$ cat src/rtl/pla_seq_eval.sv
// pla_seq_eval: run-time programmable sum-of-products (PLA cube list) evaluator.
// Cubes are written through a config port. Input vectors arrive on a valid/ready
// handshake. Product terms are evaluated TPC at a time, OR-reduced per output,
// corrected by output polarity, and returned on a second valid/ready handshake.
module pla_seq_eval #(
  parameter int N_IN    = 12,
  parameter int N_OUT   = 1,
  parameter int N_TERMS = 16,
  parameter int TPC     = 4,
  parameter int AW      = 4
) (
  input  logic             clk,
  input  logic             rst,
  // cube / polarity configuration
  input  logic             cfg_we,
  input  logic [AW-1:0]    cfg_addr,
  input  logic [N_IN-1:0]  cfg_care,
  input  logic [N_IN-1:0]  cfg_val,
  input  logic [N_OUT-1:0] cfg_omask,
  input  logic [N_OUT-1:0] cfg_pol,
  input  logic             cfg_pol_we,
  output logic             cfg_busy,
  // input vector handshake
  input  logic             in_valid,
  output logic             in_ready,
  input  logic [N_IN-1:0]  in_x,
  // result handshake
  output logic             out_valid,
  input  logic             out_ready,
  output logic [N_OUT-1:0] out_y
);

  // Number of term groups, and a group counter wide enough to hold K itself
  // so it cannot wrap before the last group has been processed.
  localparam int K  = N_TERMS / TPC;
  localparam int GW = $clog2(K) + 1;

  typedef enum logic [1:0] {
    IDLE = 2'd0,
    EVAL = 2'd1,
    DONE = 2'd2
  } state_t;

  state_t           state_q;
  state_t           state_d;

  logic [GW-1:0]    grp_q;
  logic [N_IN-1:0]  x_q;
  logic [N_OUT-1:0] acc_q;
  logic [N_OUT-1:0] pol_q;

  // Cube storage: care/val describe the literal pattern, omask enables the cube
  // per output. Only omask is cleared by reset; care/val are don't-care while
  // the matching omask is zero.
  logic [N_IN-1:0]  care_mem  [N_TERMS];
  logic [N_IN-1:0]  val_mem   [N_TERMS];
  logic [N_OUT-1:0] omask_mem [N_TERMS];

  logic [N_TERMS-1:0] term_hit;
  logic [N_OUT-1:0]   grp_res;

  logic cfg_open;
  logic accept;
  logic last_grp;
  logic cube_we;
  logic pol_we;

  // Configuration and vector acceptance are both only open in IDLE, so an
  // evaluation in flight always sees a frozen cube list.
  assign cfg_open = (state_q == IDLE);
  assign cfg_busy = ~cfg_open;
  assign in_ready = cfg_open;
  assign accept   = in_valid & cfg_open;
  assign last_grp = (grp_q == GW'(K - 1));
  assign cube_we  = cfg_we & cfg_open;
  assign pol_we   = cfg_pol_we & cfg_open;

  // State register.
  always_ff @(posedge clk) begin
    // NOTE: registers take non-blocking assignments so every flop samples the
    // pre-edge value of its neighbours, independent of statement order.
    if (rst) begin
      state_q <= IDLE;
    end else begin
      state_q <= state_d;
    end
  end

  // Next-state logic for IDLE -> EVAL -> DONE -> IDLE.
  always_comb begin
    // NOTE: the default assignment before the case keeps every path assigned,
    // so no latch is inferred for state_d.
    state_d = state_q;
    unique case (state_q)
      IDLE:    if (accept)    state_d = EVAL;
      EVAL:    if (last_grp)  state_d = DONE;
      DONE:    if (out_ready) state_d = IDLE;
      default:                state_d = IDLE;
    endcase
  end

  // Per-term literal match against the latched vector: a term matches when
  // every cared-for bit equals its required value.
  always_comb begin
    term_hit = '0;
    for (int t = 0; t < N_TERMS; t++) begin
      term_hit[t] = (((x_q ^ val_mem[t]) & care_mem[t]) == '0);
    end
  end

  // OR together the output masks of the matching terms in the current group.
  always_comb begin
    grp_res = '0;
    for (int t = 0; t < N_TERMS; t++) begin
      if ((grp_q == GW'(t / TPC)) && term_hit[t]) begin
        grp_res = grp_res | omask_mem[t];
      end
    end
  end

  // Evaluation datapath: latch vector, accumulate groups, present and hold result.
  always_ff @(posedge clk) begin
    if (rst) begin
      x_q       <= '0;
      acc_q     <= '0;
      grp_q     <= '0;
      out_y     <= '0;
      out_valid <= 1'b0;
    end else begin
      unique case (state_q)
        IDLE: begin
          if (accept) begin
            x_q   <= in_x;
            acc_q <= '0;
            grp_q <= '0;
          end
        end
        EVAL: begin
          acc_q <= acc_q | grp_res;
          grp_q <= grp_q + 1'b1;
          if (last_grp) begin
            out_y     <= pol_q ^ (acc_q | grp_res);
            out_valid <= 1'b1;
          end
        end
        DONE: begin
          if (out_ready) begin
            out_valid <= 1'b0;
          end
        end
        default: begin
          out_valid <= 1'b0;
        end
      endcase
    end
  end

  // Cube literal storage, written only while idle.
  always_ff @(posedge clk) begin
    // NOTE: care/val are plain storage with no reset; an unprogrammed cube is
    // neutralised by its cleared omask, so clearing the literals buys nothing.
    for (int t = 0; t < N_TERMS; t++) begin
      if (cube_we && (cfg_addr == AW'(t))) begin
        care_mem[t] <= cfg_care;
        val_mem[t]  <= cfg_val;
      end
    end
  end

  // Cube output masks and output polarity; both cleared by reset so an
  // unprogrammed PLA evaluates to 0. Addresses beyond N_TERMS decode to nothing.
  always_ff @(posedge clk) begin
    if (rst) begin
      for (int t = 0; t < N_TERMS; t++) begin
        omask_mem[t] <= '0;
      end
      pol_q <= '0;
    end else begin
      for (int t = 0; t < N_TERMS; t++) begin
        if (cube_we && (cfg_addr == AW'(t))) begin
          omask_mem[t] <= cfg_omask;
        end
      end
      if (pol_we) begin
        pol_q <= cfg_pol;
      end
    end
  end

endmodule

$ cat config.mk
export PLATFORM = sky130hd
export DESIGN_NAME = pla_seq_eval
export DESIGN_NICKNAME = d
export VERILOG_FILES = /design/src/rtl/pla_seq_eval.sv
export SDC_FILE = /design/constraint.sdc
export NUM_CORES = 1
export LEC_CHECK = 0
export ABC_AREA = 1
export BUFFER_PORTS_ARGS = -buffer_cell sky130_fd_sc_hd__buf_2
export CORE_MARGIN = 1
export CORE_UTILIZATION = 40
export DETAILED_ROUTE_END_ITERATION = 6
export SLEW_MARGIN = 10
export SYNTH_ARGS = -nofsm -noshare
export SYNTH_HDL_FRONTEND = slang
export SYNTH_SLANG_ARGS = --single-unit
$ cat constraint.sdc
create_clock -name clk -period 3 [get_ports clk]
set_input_delay 0.3 -clock clk [delete_from_list [all_inputs] [get_ports clk]]
set_output_delay 0.3 -clock clk [all_outputs]
set_load 0.05 [all_outputs]
# == Word-level counts from Yosys, hierarchy flattened ==
# Memories as Yosys holds them, arrays and structs flattened.
# Cells that the tools add are included.
# classes
n_addsub,1
mul,0
div_mod_pow,0
magnitude_cmp,0
eq_ne,23
shift,0
n_mux,199
n_bitwise,69
reduce_logical,87
# ops
cell,count
$mux W12,30
$reduce_or A12 Y1,30
$and A12 B12 Y12,16
$logic_not A12 Y1,16
$xor A12 B12 Y12,16
$mux W1,131
$mux W4,30
$eq A4 B4 Y1 const B,8
$logic_and A1 B1 Y1,32
$or A1 B1 Y1,32
$eq A4 B3 Y1 const B,4
$eq A4 B2 Y1 const B,2
$eq A3 B2 Y1 const B,2
$mux W2,3
$pmux W2 S3,1
$pmux W3 S2,1
$reduce_and A2 Y1,3
$reduce_and A3 Y1,2
$eq A4 B1 Y1 const B,1
$logic_not A4 Y1,1
$ne A2 B2 Y1 const B,2
$add A3 B1 Y3 const B,1
$and A1 B1 Y1,3
$eq A3 B1 Y1 const B,1
other kinds (11),11
# word_totals
reg_bits,21
latchBits,0
mem_bits_rw,400
rom_bits,0
in_bits,48
out_inout_bits,4
elab_cells,389
n_memories,3
# memory_table
memory,depth,word_bits,rd,rd_ports_with_merged_regs,write_ports,line_no,rtl
care_mem,16,12,16,0,1,55,logic [N_IN-1:0] care_mem [N_TERMS];
val_mem,16,12,16,0,1,56,logic [N_IN-1:0] val_mem [N_TERMS];
omask_mem,16,1,16,0,16,57,logic [N_OUT-1:0] omask_mem [N_TERMS];

# == Depth between registers and ports, before layout ==
# depth
depth_word,37
depth_mapped,18
ltp_nobuf,16

# == Worst setup path before layout ==
# Ideal clock, no wire load.
# synth_path
path_type,reg2reg
start,register state_q[1]
end,"memory omask_mem[4][0], in the netlist omask_mem[0][4], enable pin"
setup_time_ns,0.295
arrival_ns,2.956
t_required_ns,2.705
setup_slack_ns,-0.251
path_stages_with_launch,8
n_path_buf,0
synth_period_minus_slack_ns,3.251
path_cell_list,dfxtp_1 -> nor2_1 -> nand2_1 -> inv_1 -> nand3_1 -> nor2_1 -> inv_1 -> nand2_1
# synth_rtl
item,line_no,rtl
start: declaration,44,state_t state_q;
start signal: assignment,85,state_q <= state_d;
end: declaration,57,

# == Worst setup path after layout ==
# layout_path
start,register state_q[1]
end,"memory care_mem[9][0], in the netlist care_mem[1][12], enable pin"
# layout_between
elab_chain_cells,21
word_cells_on_any_way,95
classes_between,62 x mux; 1 x bitwise; 32 x reduce/logical
# layout_rtl
item,line_no,rtl
$logic_not A2 Y1 (*),70,assign cfg_open = (state_q == IDLE);
$and A1 B1 Y1 (*),75,assign cube_we = cfg_we & cfg_open;
$logic_and A1 B1 Y1,163,if (cube_we && (cfg_addr == AW'(t))) begin
$mux W1,163,
$mux W1 (not written as such),164,care_mem[t] <= cfg_care;
$reduce_or A12 Y1 (no source line),n/a,
$mux W4 (no source line) / $mux W1 (equally long branches) (15 in series),n/a,
end: declaration,55,
# Every way passes the cells marked *; elsewhere a longest branch is shown, timed or not.

==> metrics.yaml <==
first_iter_violations: 910
critPathKind: "flop to flop"
start_util: 0.408
skew_ns: 0.0175
hold_path_depth: 3
worst_slew_pin_slew_ns: 0.636
slew_violations: 0
final_common_cell: "nand2_1"
multi_input_area_mm2: 0.00401
rsz0062_at_grt: "no"
place.gp.congestion: 0.847
cts_tree: "done"
grt_pass1_wl_um: 62000
post_layout_nonfiller_instances: 2198
grt_pass1_vias: 10400
clk_pin_slew_worst_paths_ns: 0.06
hold_path.class: "input pin to flop"
cts_setup_buffers: 0
place_ws_ns: 0.602
setup_slack_ns: 0.648
power.leakage_nw: 7.54
worstPathArrival_ns: 2.58
ys_seq_area_frac: 0.722
critPathRequiredTime_ns: 3.22
syn_nets: 1584
drc_errors: 0
placedCellCount: 2118
min_period_ns: 2.35
fmax_mhz: 425
powerDensity_mw_per_mm2: 640
seq_area_mm2: 0.0124
final_cell_mix: "nand2_1 (453), edfxtp_1 (400), nand3_1 (157)"
overflow: 0
die_h_um: 210
worstReg2RegStart: "state_q[1]"
ant_nets: 0
synth.avg_cell_area_um2: 11.3
via_count: 10800
outcome: "complete, no violations"
hold_violations: 0
relSlewSlack: 0.576
wl_per_cell_um: 18.8
area_delta_synth_final_pct: 14.1
holdWs_ns: 0.0298
cts_buffers: 44
antennaDiodeCount: 0
r2r-end: "care_mem[1][12]"
rrSetupSlack_ns: 0.65
grt_usage: 0.192
synthArstFlopShare: 0
firstDrtPassIters: 6
path_max_fanout: 12
ys_seq_elements: 421
syn_inst: 1531
synthesis.area_mm2: 0.0172
hpwl_um: 27200
r2r.worst_path.cells: 6
htreeDepth: 2
critical_path.endpoint: "care_mem[1][12]"
end_kind: "flop"
critPathLaunch: "state_q[1]"
irDropWorstVdd_mv: 0.445
ctsResizeCount: 0
post-route-period-util: 0.784
drive_gt1_frac: 0.120
port_buffers: 51
pin_count: 52
clock_sink_count: 421
cap_viol_max_count: 0
fillers: 3800
core_mm2: 0.0422
row_count: 75
avgViaCountPerCell: 4.92
antenna_found_initial: 0
setup_viol: 0
final_nets: 1678
hold_buffers: 0
synth_cell_types: 28
die_w_um: 210
ys.flop_type: "edfxtp_1"
clock-root-buffer: "clkbuf_16"
synth_edf_count: 400
yosysWarningCount: 0
postRouteWirelength_um: 41200
clock_latency_ns: 0.54
clockBufferDepth: 3
dieArea_mm2: 0.0439
grt_max_degree: 34
startpoint_type: "flop"
[Yosys cell counts (all sizes together), types with 3 or more instances]
master	number	area share
or2	59	0.021
nand3	157	0.046
nor3	3	0.00087
clkbuf	7	0.0015
inv	150	0.033
dfxtp	21	0.024
edfxtp	400	0.70
o21ai	39	0.011
buf	34	0.014
nor2	172	0.038
ha	5	0.0036
nand2	455	0.10
nand4	3	0.0011
a21oi	21	0.0061
[power breakdown]
part           switching (W)  total (W)  internal (W)
registers          0.0000585    0.00658       0.00652
clock network        0.00214    0.00531       0.00317
logic               0.000500   0.000688      0.000188
[state kept, by name, summed over array words and instances, names as in the netlist]
name and flops:
care_mem 192, omask_mem 16, out_y 1, state_q 2, grp_q 3, val_mem 192
acc_q 1, out_valid 1, x_q 12, pol_q 1
[worst max-delay path, cell delays in order (launching register included)]
cell and delay (ns):
dfxtp_1 0.33, nor2_1 0.34, nand2_1 0.15, inv_1 0.10, nand3_1 0.21, nor2_2 0.54, buf_4 0.34
[per-layer routing]
layer  GRT usage  part of all wire  vias to the layer above
li1            -                 -                     5291
met2       0.329              0.49                      269
met3      0.0302             0.055                       59
met5           0                 0                        -
met4      0.0624             0.028                        0
met1       0.249              0.42                     5199
[stage by stage]
stage / power, W / cell area [µm²] / util / TNS, ns
floorplan: 0.00710 / 17200 / - / -17.01
global placement: 0.00739 / 18300 / 0.432 / 0
detailed placement: 0.00741 / 18300 / 0.432 / 0
CTS: 0.0127 / 19700 / 0.466 / 0
global route: 0.0130 / 19700 / 0.466 / 0
finish: 0.0126 / 19700 / 0.466 / 0
[cell type report]
| class | count | share of cell area |
|---|---|---|
| multi-input combinational | 919 | 0.204 |
| clock inverter | 12 | 0.00878 |
| sequential | 421 | 0.632 |
| timing repair buffer | 89 | 0.0294 |
| inverter | 150 | 0.0288 |
| clock buffer | 68 | 0.0626 |
| tap | 539 | 0.0343 |
[how the worst min path moves through the flow]
stage,startpoint,to
floorplan,cfg_care[0],care_mem[0][0]
CTS,in_x[9],x_q[9]
global route,in_x[7],x_q[7]
finish,in_x[9],x_q[9]
global placement,acc_q,acc_q
detailed placement,acc_q,acc_q
[kinds of logic (layout without fill, tap and decap cells)]
kind of cell / after synthesis / count (layout) / share of synthesized area
buffers and inverters: 191 / 319 / 0.0479
adders and majority gates: 5 / 5 / 0.00363
and+or+nand+nor: 850 / 850 / 0.208
DFF: 421 / 421 / 0.722
AOI/OAI and AO/OA: 64 / 64 / 0.0192
(Power assumes the default switching activity.)
